[src/rtl/logic_result_stage.sv]
// logic_result_stage: selects the opcode-named logicUnit result and queues it
// in a small handshaked FIFO, with zero/illegal tags, op counter and sticky error.
module logic_result_stage #(
    parameter int WIDTH = 4,
    parameter int DEPTH = 2,
    parameter int CNT_W = 8
) (
    input  logic             clk,
    input  logic             rst,
    input  logic             i_in_valid,
    output logic             o_in_ready,
    input  logic [2:0]       i_op_code,
    input  logic [WIDTH-1:0] i_result_a,
    input  logic [WIDTH-1:0] i_result_o,
    input  logic [WIDTH-1:0] i_result_x,
    output logic             o_out_valid,
    input  logic             i_out_ready,
    output logic [WIDTH-1:0] o_out_data,
    output logic [2:0]       o_out_op,
    output logic             o_out_zero,
    output logic             o_out_illegal,
    input  logic             i_clear_err,
    output logic             o_err_sticky,
    output logic [CNT_W-1:0] o_op_count
);
    localparam int AW = $clog2(DEPTH);
    logic [WIDTH-1:0] r_mem_data [DEPTH];
    logic [2:0]       r_mem_op   [DEPTH];
    logic             r_mem_ill  [DEPTH];
    logic [AW-1:0]    r_wr, r_rd;
    logic [AW:0]      r_occ;
    logic [WIDTH-1:0] r_out_data;
    logic [2:0]       r_out_op;
    logic             r_out_zero, r_out_ill, r_err;
    logic [CNT_W-1:0] r_cnt;
    logic             w_push, w_pop, w_legal, w_load_in, w_load_mem;
    logic [WIDTH-1:0] w_sel;
    logic [AW-1:0]    w_rd_nxt;
    assign o_in_ready  = r_occ < (AW+1)'(DEPTH);
    assign o_out_valid = r_occ != '0;
    assign w_push      = i_in_valid && o_in_ready;
    assign w_pop       = o_out_valid && i_out_ready;
    assign w_legal     = i_op_code == 3'b001 || i_op_code == 3'b010 || i_op_code == 3'b100;
    assign w_sel       = i_op_code == 3'b001 ? i_result_a :
                         i_op_code == 3'b010 ? i_result_o :
                         i_op_code == 3'b100 ? i_result_x : '0;
    assign w_rd_nxt    = r_rd + AW'(1);
    // The head is held in its own registers so it keeps its last value once empty.
    assign w_load_in   = w_push && (r_occ == '0 || (w_pop && r_occ == (AW+1)'(1)));
    assign w_load_mem  = w_pop && r_occ > (AW+1)'(1);
    assign o_out_data    = r_out_data;
    assign o_out_op      = r_out_op;
    assign o_out_zero    = r_out_zero;
    assign o_out_illegal = r_out_ill;
    assign o_err_sticky  = r_err;
    assign o_op_count    = r_cnt;
    always_ff @(posedge clk) begin
        if (w_push) begin
            r_mem_data[r_wr] <= w_sel;
            r_mem_op[r_wr]   <= i_op_code;
            r_mem_ill[r_wr]  <= !w_legal;
        end
    end
    always_ff @(posedge clk or posedge rst) begin
        if (rst) begin
            r_wr       <= '0;
            r_rd       <= '0;
            r_occ      <= '0;
            r_out_data <= '0;
            r_out_op   <= '0;
            r_out_zero <= 1'b0;
            r_out_ill  <= 1'b0;
            r_err      <= 1'b0;
            r_cnt      <= '0;
        end else begin
            if (w_push) r_wr <= r_wr + AW'(1);
            if (w_pop) r_rd <= w_rd_nxt;
            r_occ <= r_occ + (AW+1)'(w_push) - (AW+1)'(w_pop);
            if (w_load_in) begin
                r_out_data <= w_sel;
                r_out_op   <= i_op_code;
                r_out_zero <= w_sel == '0;
                r_out_ill  <= !w_legal;
            end else if (w_load_mem) begin
                r_out_data <= r_mem_data[w_rd_nxt];
                r_out_op   <= r_mem_op[w_rd_nxt];
                r_out_zero <= r_mem_data[w_rd_nxt] == '0;
                r_out_ill  <= r_mem_ill[w_rd_nxt];
            end
            if (w_push && !w_legal) r_err <= 1'b1;
            else if (i_clear_err) r_err <= 1'b0;
            if (w_push && w_legal && r_cnt != '1) r_cnt <= r_cnt + CNT_W'(1);
        end
    end
endmodule

[config.mk]
export PLATFORM = sky130hd
export DESIGN_NAME = logic_result_stage
export DESIGN_NICKNAME = d
export VERILOG_FILES = /design/src/rtl/logic_result_stage.sv
export SDC_FILE = /design/constraint.sdc
export NUM_CORES = 1
export LEC_CHECK = 0
export CAP_MARGIN = 20
export CORE_MARGIN = 2
export CORE_UTILIZATION = 49
export CTS_BUF_LIST = sky130_fd_sc_hd__clkbuf_4 sky130_fd_sc_hd__clkbuf_8 sky130_fd_sc_hd__clkbuf_16
export DETAILED_ROUTE_END_ITERATION = 10
export GPL_TIMING_DRIVEN = 1
export PLACE_DENSITY = 0.78
export SETUP_SLACK_MARGIN = 0.02
export SYNTH_ARGS = -nofsm -noshare
export SYNTH_HDL_FRONTEND = slang
export SYNTH_SLANG_ARGS = --single-unit
[constraint.sdc]
create_clock -name clk -period 2.4 [get_ports clk]
set_clock_uncertainty 0.2 [all_clocks]
set_input_delay 0.48 -clock clk [delete_from_list [all_inputs] [get_ports clk]]
set_output_delay 0.48 -clock clk [all_outputs]
set_load 0.02 [all_outputs]
Word level (Yosys, flattened, before mapping)
Memories as Yosys holds them, arrays and structs flattened. Cells that the tools add are included.

Bits in registers: 22. Bits in writable memories: 16. Bits of input ports: 20. Output and inout bits: 20. Logic and storage cells: 57. Memories kept: 3.

Memories: r_mem_data (depth 2, width 4, rd ports 1, clocked after memory_dff 0, wr ports 1, RTL line 27) `logic [WIDTH-1:0] r_mem_data [DEPTH];`; r_mem_op (depth 2, width 3, rd ports 1, clocked after memory_dff 0, wr ports 1, RTL line 28) `logic [2:0] r_mem_op [DEPTH];`; r_mem_ill (depth 2, width 1, rd ports 1, clocked after memory_dff 0, wr ports 1, RTL line 29) `logic r_mem_ill [DEPTH];`.

Add/sub/neg operators: 5. $lt $le $gt $ge: 2. Eq/ne operators: 5. Muxes and demuxes: 15. Reduce and logical (&&, ||, !) cells: 18.

Operators with widths (number): $mux 4 (5); $add 8x1->8 const B (1); $logic_and 1x1->1 (8); $logic_not 4->1 (2); $mux 1 (8); $ne 8x8->1 const B (1); $mux 3 (2); $reduce_bool 2->1 (3); $eq 3x1->1 const B (1); $eq 3x2->1 const B (1); $eq 3x3->1 const B (1); $logic_or 1x1->1 (3); $add 1x1->1 const B (2); $add 2x1->2 (1); $eq 2x1->1 const B (1); $gt 2x1->1 const B (1); $logic_not 2->1 (1); $lt 2x2->1 const B (1); $sub 2x1->2 (1); $logic_not 1->1 (1).

Longest topological paths before layout
Gate-level depths: netlist of the first run.

Depth after elaboration: 6. Mapped depth: 8. Gate-level depth less buffers: 7.

Least setup slack after synthesis of the first run
OpenSTA, ideal clock, no wires.

Path kind: input to register. Start: in i_op_code[1]. End: reg r_cnt[1] (netlist: o_op_count[1]). Library setup time: 127 ps. Data arrival time: 1635 ps. Data required time: 2073 ps. Setup slack: 437 ps. Cell stages on the path: 6. Path buffers: 2. Cells stage by stage: buf_2 nor3b_4 o21bai_2 and3_1 buf_6 mux2_1.

Word-level cells in the longest chain between the ends: 5. Elaborated cells on any way between the ends: 7. Classes of those cells: 3 x eq/ne; 4 x reduce/logical.

RTL lines: from (decl) (RTL line 12) `input logic [2:0] i_op_code,`; $eq 3x1->1 or $eq 3x2->1 (tied branches) (RTL line 43) `assign w_legal = i_op_code == 3'b001 || i_op_code == 3'b010 || i_op_code == 3'b100;`; $logic_or 1x1->1 (RTL line 43); $logic_or 1x1->1 (*) (RTL line 43); $logic_and 1x1->1 (*) (2 in series) (RTL line 92) `if (w_push && w_legal && r_cnt != '1) r_cnt <= r_cnt + CNT_W'(1);`; to (signal assigned) (RTL line 92); to (decl) (RTL line 35) `logic [CNT_W-1:0] r_cnt;`.

Mark *: on every way between the ends. The rest lies on a longest branch, timed or not. A chain may end at the register's enable or synchronous reset.

Worst setup path in the final report of the first run
Start: in i_op_code[1]. End: reg r_out_zero (netlist: o_out_zero).

Word-level cells in the longest chain between the ends: 6. Elaborated cells on any way between the ends: 8. Classes of those cells: 3 x eq/ne; 4 x mux; 1 x reduce/logical.

RTL lines: $eq 3x3->1 (RTL line 46) `i_op_code == 3'b100 ? i_result_x : '0;`; $mux 4 (RTL line 46); $mux 4 (RTL line 45) `i_op_code == 3'b010 ? i_result_o :`; $mux 4 (*) (RTL line 44) `assign w_sel = i_op_code == 3'b001 ? i_result_a :`; $logic_not 4->1 (*) (RTL line 82) `r_out_zero <= w_sel == '0;`; $mux 1 (*) (RTL line 79) `if (w_load_in) begin`; to (signal assigned) (RTL line 71) `r_out_zero <= 1'b0;`; to (signal assigned) (RTL line 82); to (signal assigned) (RTL line 87) `r_out_zero <= r_mem_data[w_rd_nxt] == '0;`; to (decl) (RTL line 34) `logic r_out_zero, r_out_ill, r_err;`.

Marks and branches as above.

==> summary.md, run 1 <==
| Metric | Value |
|---|---|
| Result of the run | `completed` |
| Post-Synthesis Cell Area | `1770 um^2` |
| Cell count after synthesis | `143` |
| Setup slack of the worst register-to-register path | `0.48 ns` |
| Post-Layout Inst Area | `2410 um^2` |
| Most frequently used flop master after synthesis | `sky130_fd_sc_hd__dfrtp_1` |
| Starting density of the core | `51.8%` |
| EDFF count, synth | `16` |
| Highest ir drop seen on vdd | `0.000637 V` |
| WL per Instance | `15.4 um` |
| Reg clk slew, reported paths | `0.11 ns` |
| Antenna Cells | `0` |
| Worst hold margin | `0.273 ns` |
| Total number of clock tree sinks | `38` |
| Warnings, synthesis | `0` |
| List of most frequent post-synthesis cells | `sky130_fd_sc_hd__dfrtp_1 (22), sky130_fd_sc_hd__edfxtp_1 (16), sky130_fd_sc_hd__nand2_1 (13)` |
| Sum of net half-perimeters after detailed placement | `2900 um` |
| Clock tree from TritonCTS | `yes` |
| Worst rel slew slack | `62.3%` |
| Signed area change from the synthesized netlist to the final layout | `35.9%` |
| Number of standard-cell rows in the floorplan | `21` |
| Die footprint | `4110 um^2` |
| Proportion of register bits with asynchronous set or reset after synthesis | `57.9%` |
| Vias after detailed routing | `1334` |
| Slowest CP cell | `sky130_fd_sc_hd__clkdlybuf4s50_1` |
| Global-route congestion overflow total | `0` |
| Source-to-sink clock delay at the later pin of the worst-skew pair | `0.34 ns` |
| Final hold viol count | `0` |
| Crit path time final | `2.21 ns` |
| CP Capture Type | `flip-flop` |
| Core Region | `3420 um^2` |
| Die W | `64.1 um` |
| Number of nets in the layout | `227` |
| CTS H-tree depth | `2` |
| Sum of internal, switching and leakage power | `2.50 mW` |
| Global-route usage over all layers | `21.3%` |
| Post-place setup slack | `-0.166 ns` |
| Placement-stage cell area | `2340 um^2` |
| Slew at the pin with the worst max-slew slack | `0.566 ns` |
| Top post-synthesis cells by area | `sky130_fd_sc_hd__dfrtp_1 (31%), sky130_fd_sc_hd__edfxtp_1 (27%), sky130_fd_sc_hd__xnor2_1 (4.5%), sky130_fd_sc_hd__mux2i_1 (4.0%), sky130_fd_sc_hd__a221o_1 (2.8%)` |
| Critical-path cell list | `clkdlybuf4s50_1, nor2_1, a31oi_1, nand3_1, or4_1, a21oi_1` |
| Critical Path Source | `i_op_code[1]` |
| Max-cap check violation count | `0` |
| Share of final-layout standard cells stronger than drive strength 1 | `18.5%` |
| Final GP Congestion | `0.873` |
| Final max-slew violation count | `0` |
| Max Root-Sink Buffers | `2` |
| Number of distinct standard cells referenced by the synthesized netlist | `38` |
| Number of nets in the synthesized netlist | `166` |
| Share of the clock period used by the worst path after layout | `92.1%` |
| Number of antenna violations at the first check in global routing | `0` |
| Worst path top cell family by delay | `simple AND/OR/NAND/NOR gates` |
| Via count of the first global-routing pass | `1347` |
| Number of synthesized register bits | `38` |
| Utilization after layout | `70.4%` |
| Power per cell area | `1040 nW/um^2` |
| RSZ-0062 raised after global routing | `false` |
| DRC marker count from the first detailed-route iteration | `55` |
| Total wire length | `3870 um` |
| Count of buffers from port buffering | `39` |
| Count of hold-fix buffers inserted at cts | `0` |
| Count of nets left with antenna violations after detail routing | `0` |
| Final worst slack | `0.189 ns` |
| Worst hold-check path type | `input port to async pin` |
| Max incr delay on CP | `0.65 ns` |
| Pleak | `1.03 nW` |
| Required time worst endpoint | `2.47 ns` |
| Final total negative setup slack | `0 ns` |
| Share of Yosys cell area claimed by the top area cell type | `31.1%` |
| Number of iterations in the first detailed-routing pass | `4` |
| Number of buffers inserted during clock tree synthesis | `5` |
| Path type of the worst setup path | `input port to flip-flop` |
| Most common cell in the synthesized netlist | `sky130_fd_sc_hd__dfrtp_1` |
| Wire length of the first global-routing pass | `6570 um` |
| Boundary Pins | `40` |
| Maximum number of pins on one net before global-route repair | `23` |
| DRC violation count after routing | `0` |
| Avg Cell Area, Syn | `12.4 um^2` |
| Finish-stage setup viols | `0` |
| Crit Path Max Fanout | `8` |
| Crit path DAT | `2.28 ns` |
| Routed vias/inst | `5.31` |
| Floorplan die height | `64.1 um` |
| Biggest area consumer among synthesized cells | `sky130_fd_sc_hd__dfrtp_1` |
| Peak Freq | `452 MHz` |
| Startpoint of the worst register-to-register path | `r_occ[1]$_DFF_PP0_` |
| Placed cell count | `243` |
| Number of filler instances in the final layout | `285` |
| Final non-filler cell total | `251` |
| Sequential element share of the synthesized area | `58.2%` |
| Nature of the critical path startpoint | `input port` |
| Clock root cell | `sky130_fd_sc_hd__clkbuf_4` |
| Buffering stage count on the worst path with inverters included | `1` |
-- path summary, 6_finish.rpt --
| kind | cells past startpoint | end |
|---|---|---|
| worst max-delay path | 6 | o_out_zero$_DFFE_PP0P_ |
| worst min-delay path | 3 | o_err_sticky$_DFFE_PP0P_ |
| worst max register to register | 6 | o_out_zero$_DFFE_PP0P_ |
| worst min register to register | 1 | o_op_count[7]$_DFFE_PP0P_ |
| max in group asynchronous | 3 | r_occ[1]$_DFF_PP0_ |
| min in group clk | 1 | o_op_count[7]$_DFFE_PP0P_ |
-- cell families (layout without fill, tap and decap cells) --
family                     Yosys count  after routing  synth area share, %
xor gates and xnor gates            12             12                 6.36
AOI/OAI and AO/OA                   22             22                 9.68
buffers and inverters               14             76                 3.75
DFF                                 38             38                 58.2
and+or+nand+nor                     45             45                 14.6
adders and majority gates            3              3                 2.12
muxes                                9              9                 5.23
-- layout by cell type (no fill, tap or decap), drive strengths merged, types with 2 or more instances in the layout --
cell type	n
dfrtp	22
nand3	3
xor2	3
nor2	12
and3	3
ha	3
nor4bb	4
clkbuf	7
mux2	2
nand4	3
a31oi	6
nand2	13
mux2i	7
o21ai	2
a21oi	3
and4	2
o22ai	2
xnor2	9
a221o	5
buf	20
inv	9
nor2b	2
edfxtp	16
clkdlybuf4s50	38
-- where the power goes --
group | switching, mW | internal (mW) | leakage [nW]
clock network | 0.204 | 0.153 | 0.0387
logic | 0.510 | 0.538 | 0.565
registers | 0.200 | 0.889 | 0.422
total | 0.914 | 1.58 | 1.03
-- area by class of cell --
class                           count  area (um^2)  share of cell area (%)
Multi-Input combinational cell     91          676                    28.1
Sequential cell                    38         1030                    42.9
Clock inverter                      1         5.00                   0.208
Clock buffer                        7         58.8                    2.44
Timing Repair Buffer               59          543                    22.6
Tap cell                           46         57.6                    2.39
Inverter                            9         33.8                    1.40
-- per-layer routing --
layer,wire length (um),global-route usage (%),vias up,part of all wire [%]
met4,42,6.38,0,1.1
met3,261,5.46,5,6.7
met5,0,0,-,0
li1,-,-,642,-
met1,1660,28.5,637,43
met2,1900,34.2,50,49
-- sequential cells by signal (all words and copies together) (netlist names) --
| signal | flops |
|---|---|
| r_mem_ill | 2 |
| o_op_count | 8 |
| r_wr | 1 |
| r_occ | 2 |
| o_out_zero | 1 |
| r_mem_op | 6 |
| o_err_sticky | 1 |
| o_out_illegal | 1 |
| o_out_data | 4 |
| r_rd | 1 |
| o_out_op | 3 |
| r_mem_data | 8 |
-- repair_timing --
item,4_1_cts,5_1_grt
gates cloned,0,0
setup endpoints to repair,1,1
pin swaps,0,0
resized for setup,2,1
setup buffers,0,0
-- worst min-delay path, delay by kind of cell --
kind | cells | cell delay (ns)
buf+inv | 3 | 0.74
Power figures use the tool's default switching activity.
==> run 2: changes to the inputs <==
--- a/config.mk
+++ b/config.mk
@@ -6,7 +6,7 @@
 export NUM_CORES = 1
 export LEC_CHECK = 0
 export CAP_MARGIN = 20
-export CORE_MARGIN = 2
+export CORE_MARGIN = 4
 export CORE_UTILIZATION = 49
 export CTS_BUF_LIST = sky130_fd_sc_hd__clkbuf_4 sky130_fd_sc_hd__clkbuf_8 sky130_fd_sc_hd__clkbuf_16
 export DETAILED_ROUTE_END_ITERATION = 10
@@ -16,3 +16,4 @@
 export SYNTH_ARGS = -nofsm -noshare
 export SYNTH_HDL_FRONTEND = slang
 export SYNTH_SLANG_ARGS = --single-unit
+export TNS_END_PERCENT = 100
==> run 2 against run 1 <==
  * Register-to-register slack barely moved
  * Setup slack got worse by 0.041 ns
  * Die area up 13%
  * Via count up 0.60%
  * Utilization down 0.15 points
  * First-iteration DRC count fell by 22%
  * Sequential share of layout area up 0.090 points
  * Power fell by 1.2%
  * Critical endpoint unchanged
  * Largest cell class unchanged
  * Largest power group unchanged
==> summary.md, run 2 (synthesis results as in run 1) <==
| Metric | Value |
|---|---|
| Worst hold-check path type | `input port to async pin` |
| Max Root-Sink Buffers | `2 (unchanged)` |
| Die footprint | `4640 um^2 (+13%)` |
| WL per Instance | `16.0 um (+3.6%)` |
| Crit path time final | `2.25 ns (+0.0415 ns)` |
| Core Region | `3420 um^2 (unchanged)` |
| Nature of the critical path startpoint | `input port` |
| Commonest cells after routing, fill and taps aside | `sky130_fd_sc_hd__clkdlybuf4s50_1 (38), sky130_fd_sc_hd__dfrtp_1 (21), sky130_fd_sc_hd__buf_4 (21)` |
| Signed area change from the synthesized netlist to the final layout | `35.6%` |
| Global-route congestion overflow total | `0 (unchanged)` |
| CTS H-tree depth | `2 (unchanged)` |
| Total wire length | `4020 um (+4.0%)` |
| Number of antenna violations at the first check in global routing | `0 (unchanged)` |
| Sum of internal, switching and leakage power | `2.47 mW (-1.2%)` |
| Most common cell after layout, fill and taps aside | `sky130_fd_sc_hd__clkdlybuf4s50_1` |
| Highest ir drop seen on vdd | `0.000784 V (+23%)` |
| Crit path DAT | `2.32 ns (+0.04 ns)` |
| RSZ-0062 raised after global routing | `false` |
| Starting density of the core | `51.8% (unchanged)` |
| Antenna Cells | `0 (unchanged)` |
| CP Capture Type | `flip-flop` |
| Slew at the pin with the worst max-slew slack | `0.566 ns (-0.000155 ns)` |
| Multi-input logic area | `673 um^2 (-0.37%)` |
| Post-cts repair resize count | `1 (-1)` |
| Number of iterations in the first detailed-routing pass | `5 (+1)` |
| Count of hold-fix buffers inserted at cts | `0 (unchanged)` |
| Total number of clock tree sinks | `38 (unchanged)` |
| Count of buffers from port buffering | `39 (unchanged)` |
| Path type of the worst setup path | `input port to flip-flop` |
| Result of the run | `completed` |
| Wire length of the first global-routing pass | `6800 um (+3.5%)` |
| Reg clk slew, reported paths | `0.11 ns (about the same)` |
| # Post-CTS Setup Buffers | `0 (unchanged)` |
| Floorplan die height | `68.1 um (+6.2%)` |
| Number of nets in the layout | `228 (+0.44%)` |
| Share of the clock period used by the worst path after layout | `93.8% (+1.7 points)` |
| Number of filler instances in the final layout | `282 (-1.1%)` |
| Worst hold margin | `0.272 ns (-0.000989 ns)` |
| Final GP Congestion | `0.900 (+3.1%)` |
| DRC marker count from the first detailed-route iteration | `43 (-22%)` |
| Vias after detailed routing | `1342 (+0.60%)` |
| Global-route usage over all layers | `20.3% (-0.92 points)` |
| Final hold viol count | `0 (unchanged)` |
| Max incr delay on CP | `0.70 ns (+0.05 ns)` |
| Worst path top cell family by delay | `simple AND/OR/NAND/NOR gates` |
| Worst rel slew slack | `62.3% (about the same)` |
| Required time worst endpoint | `2.47 ns (about the same)` |
| Final total negative setup slack | `0 ns (unchanged)` |
| Critical-path cell list | `clkdlybuf4s50_1, nor4bb_1, a31oi_1, nand3_1, or4_1, a21oi_1` |
| Number of buffers inserted during clock tree synthesis | `5 (unchanged)` |
| Peak Freq | `444 MHz (-1.8%)` |
| Finish-stage setup viols | `0 (unchanged)` |
| Power per cell area | `1030 nW/um^2 (-0.96%)` |
| Clock root cell | `sky130_fd_sc_hd__clkbuf_4` |
| Crit Path Max Fanout | `9 (+1)` |
| Final max-slew violation count | `0 (unchanged)` |
| Sequential cell area | `1030 um^2 (unchanged)` |
| Number of standard-cell rows in the floorplan | `21 (unchanged)` |
| Buffering stage count on the worst path with inverters included | `1 (unchanged)` |
| Count of nets left with antenna violations after detail routing | `0 (unchanged)` |
| Routed vias/inst | `5.33 (+0.20%)` |
| Slowest CP cell | `sky130_fd_sc_hd__clkdlybuf4s50_1` |
| Maximum number of pins on one net before global-route repair | `23 (unchanged)` |
| Sum of net half-perimeters after detailed placement | `3060 um (+5.3%)` |
| DRC violation count after routing | `0 (unchanged)` |
| Share of final-layout standard cells stronger than drive strength 1 | `18.0% (-0.58 points)` |
| Via count of the first global-routing pass | `1425 (+5.8%)` |
| Boundary Pins | `40 (unchanged)` |
| Source-to-sink clock delay at the later pin of the worst-skew pair | `0.34 ns (about the same)` |
| Clock tree from TritonCTS | `yes` |
| Max-cap check violation count | `0 (unchanged)` |
| Die W | `68.1 um (+6.2%)` |
| Pleak | `1.03 nW (about the same)` |
==> run 2: final cells by class <==
class	count	area share [%]
Clock buffer	6	1.88
Inverter	9	1.41
Tap cell	46	2.40
Multi-Input combinational cell	91	28.0
Sequential cell	38	43.0
Timing Repair Buffer	60	22.9
Clock inverter	2	0.365
==> run 2: where the power goes <==
part           internal, mW  leakage (nW)  switching, mW
registers             0.889         0.422          0.199
clock network         0.121        0.0331          0.198
logic                 0.537         0.570          0.521
total                  1.55          1.03          0.918
==> run 2: worst paths after layout <==
path / start / end / slack, ns / cells after the start
setup / recovery: i_op_code[0] / o_out_zero$_DFFE_PP0P_ / 0.15 / 6
hold / removal: rst / r_rd$_DFFE_PP0P_ / 0.27 / 3
setup reg to reg: r_occ[1]$_DFF_PP0_ / o_out_zero$_DFFE_PP0P_ / 0.47 / 6
hold reg to reg: o_op_count[7]$_DFFE_PP0P_ / o_op_count[7]$_DFFE_PP0P_ / 0.32 / 1
max in group asynchronous: rst / r_occ[1]$_DFF_PP0_ / 1.48 / 3
min in group clk: o_op_count[7]$_DFFE_PP0P_ / o_op_count[7]$_DFFE_PP0P_ / 0.32 / 1
==> run 2: layer usage <==
metal,track usage [%],up-vias,routed length [um]
met2,33.3,47,1970
met3,6.90,5,223
met1,26.0,648,1800
li1,-,642,-
met5,0,-,0
met4,4.71,0,30
==> run 2: through the flow <==
step                instance area, um^2  setup slack [ns]  cells  util, %
finish                             2400             0.148    252     70.3
detailed placement                 2340            -0.205    244     68.6
global placement                   2340           -0.0648    244     68.6
global route                       2400            0.0998    252     70.3
floorplan                          1770             0.437    143        -
CTS                                2400            0.0732    252     70.2
==> run 2: worst min-delay path, delay by kind of cell <==
family	cells	cell delay, ns
buffers and inverters	3	0.73
==> run 3: changes to the inputs <==
--- a/config.mk
+++ b/config.mk
@@ -10,6 +10,7 @@
 export CORE_UTILIZATION = 49
 export CTS_BUF_LIST = sky130_fd_sc_hd__clkbuf_4 sky130_fd_sc_hd__clkbuf_8 sky130_fd_sc_hd__clkbuf_16
 export DETAILED_ROUTE_END_ITERATION = 10
+export GPL_ROUTABILITY_DRIVEN = 0
 export GPL_TIMING_DRIVEN = 1
 export PLACE_DENSITY = 0.78
 export SETUP_SLACK_MARGIN = 0.02
==> results of run 3 <==
Same layout as run 2: the final DEF is identical, and so are final timing and power.
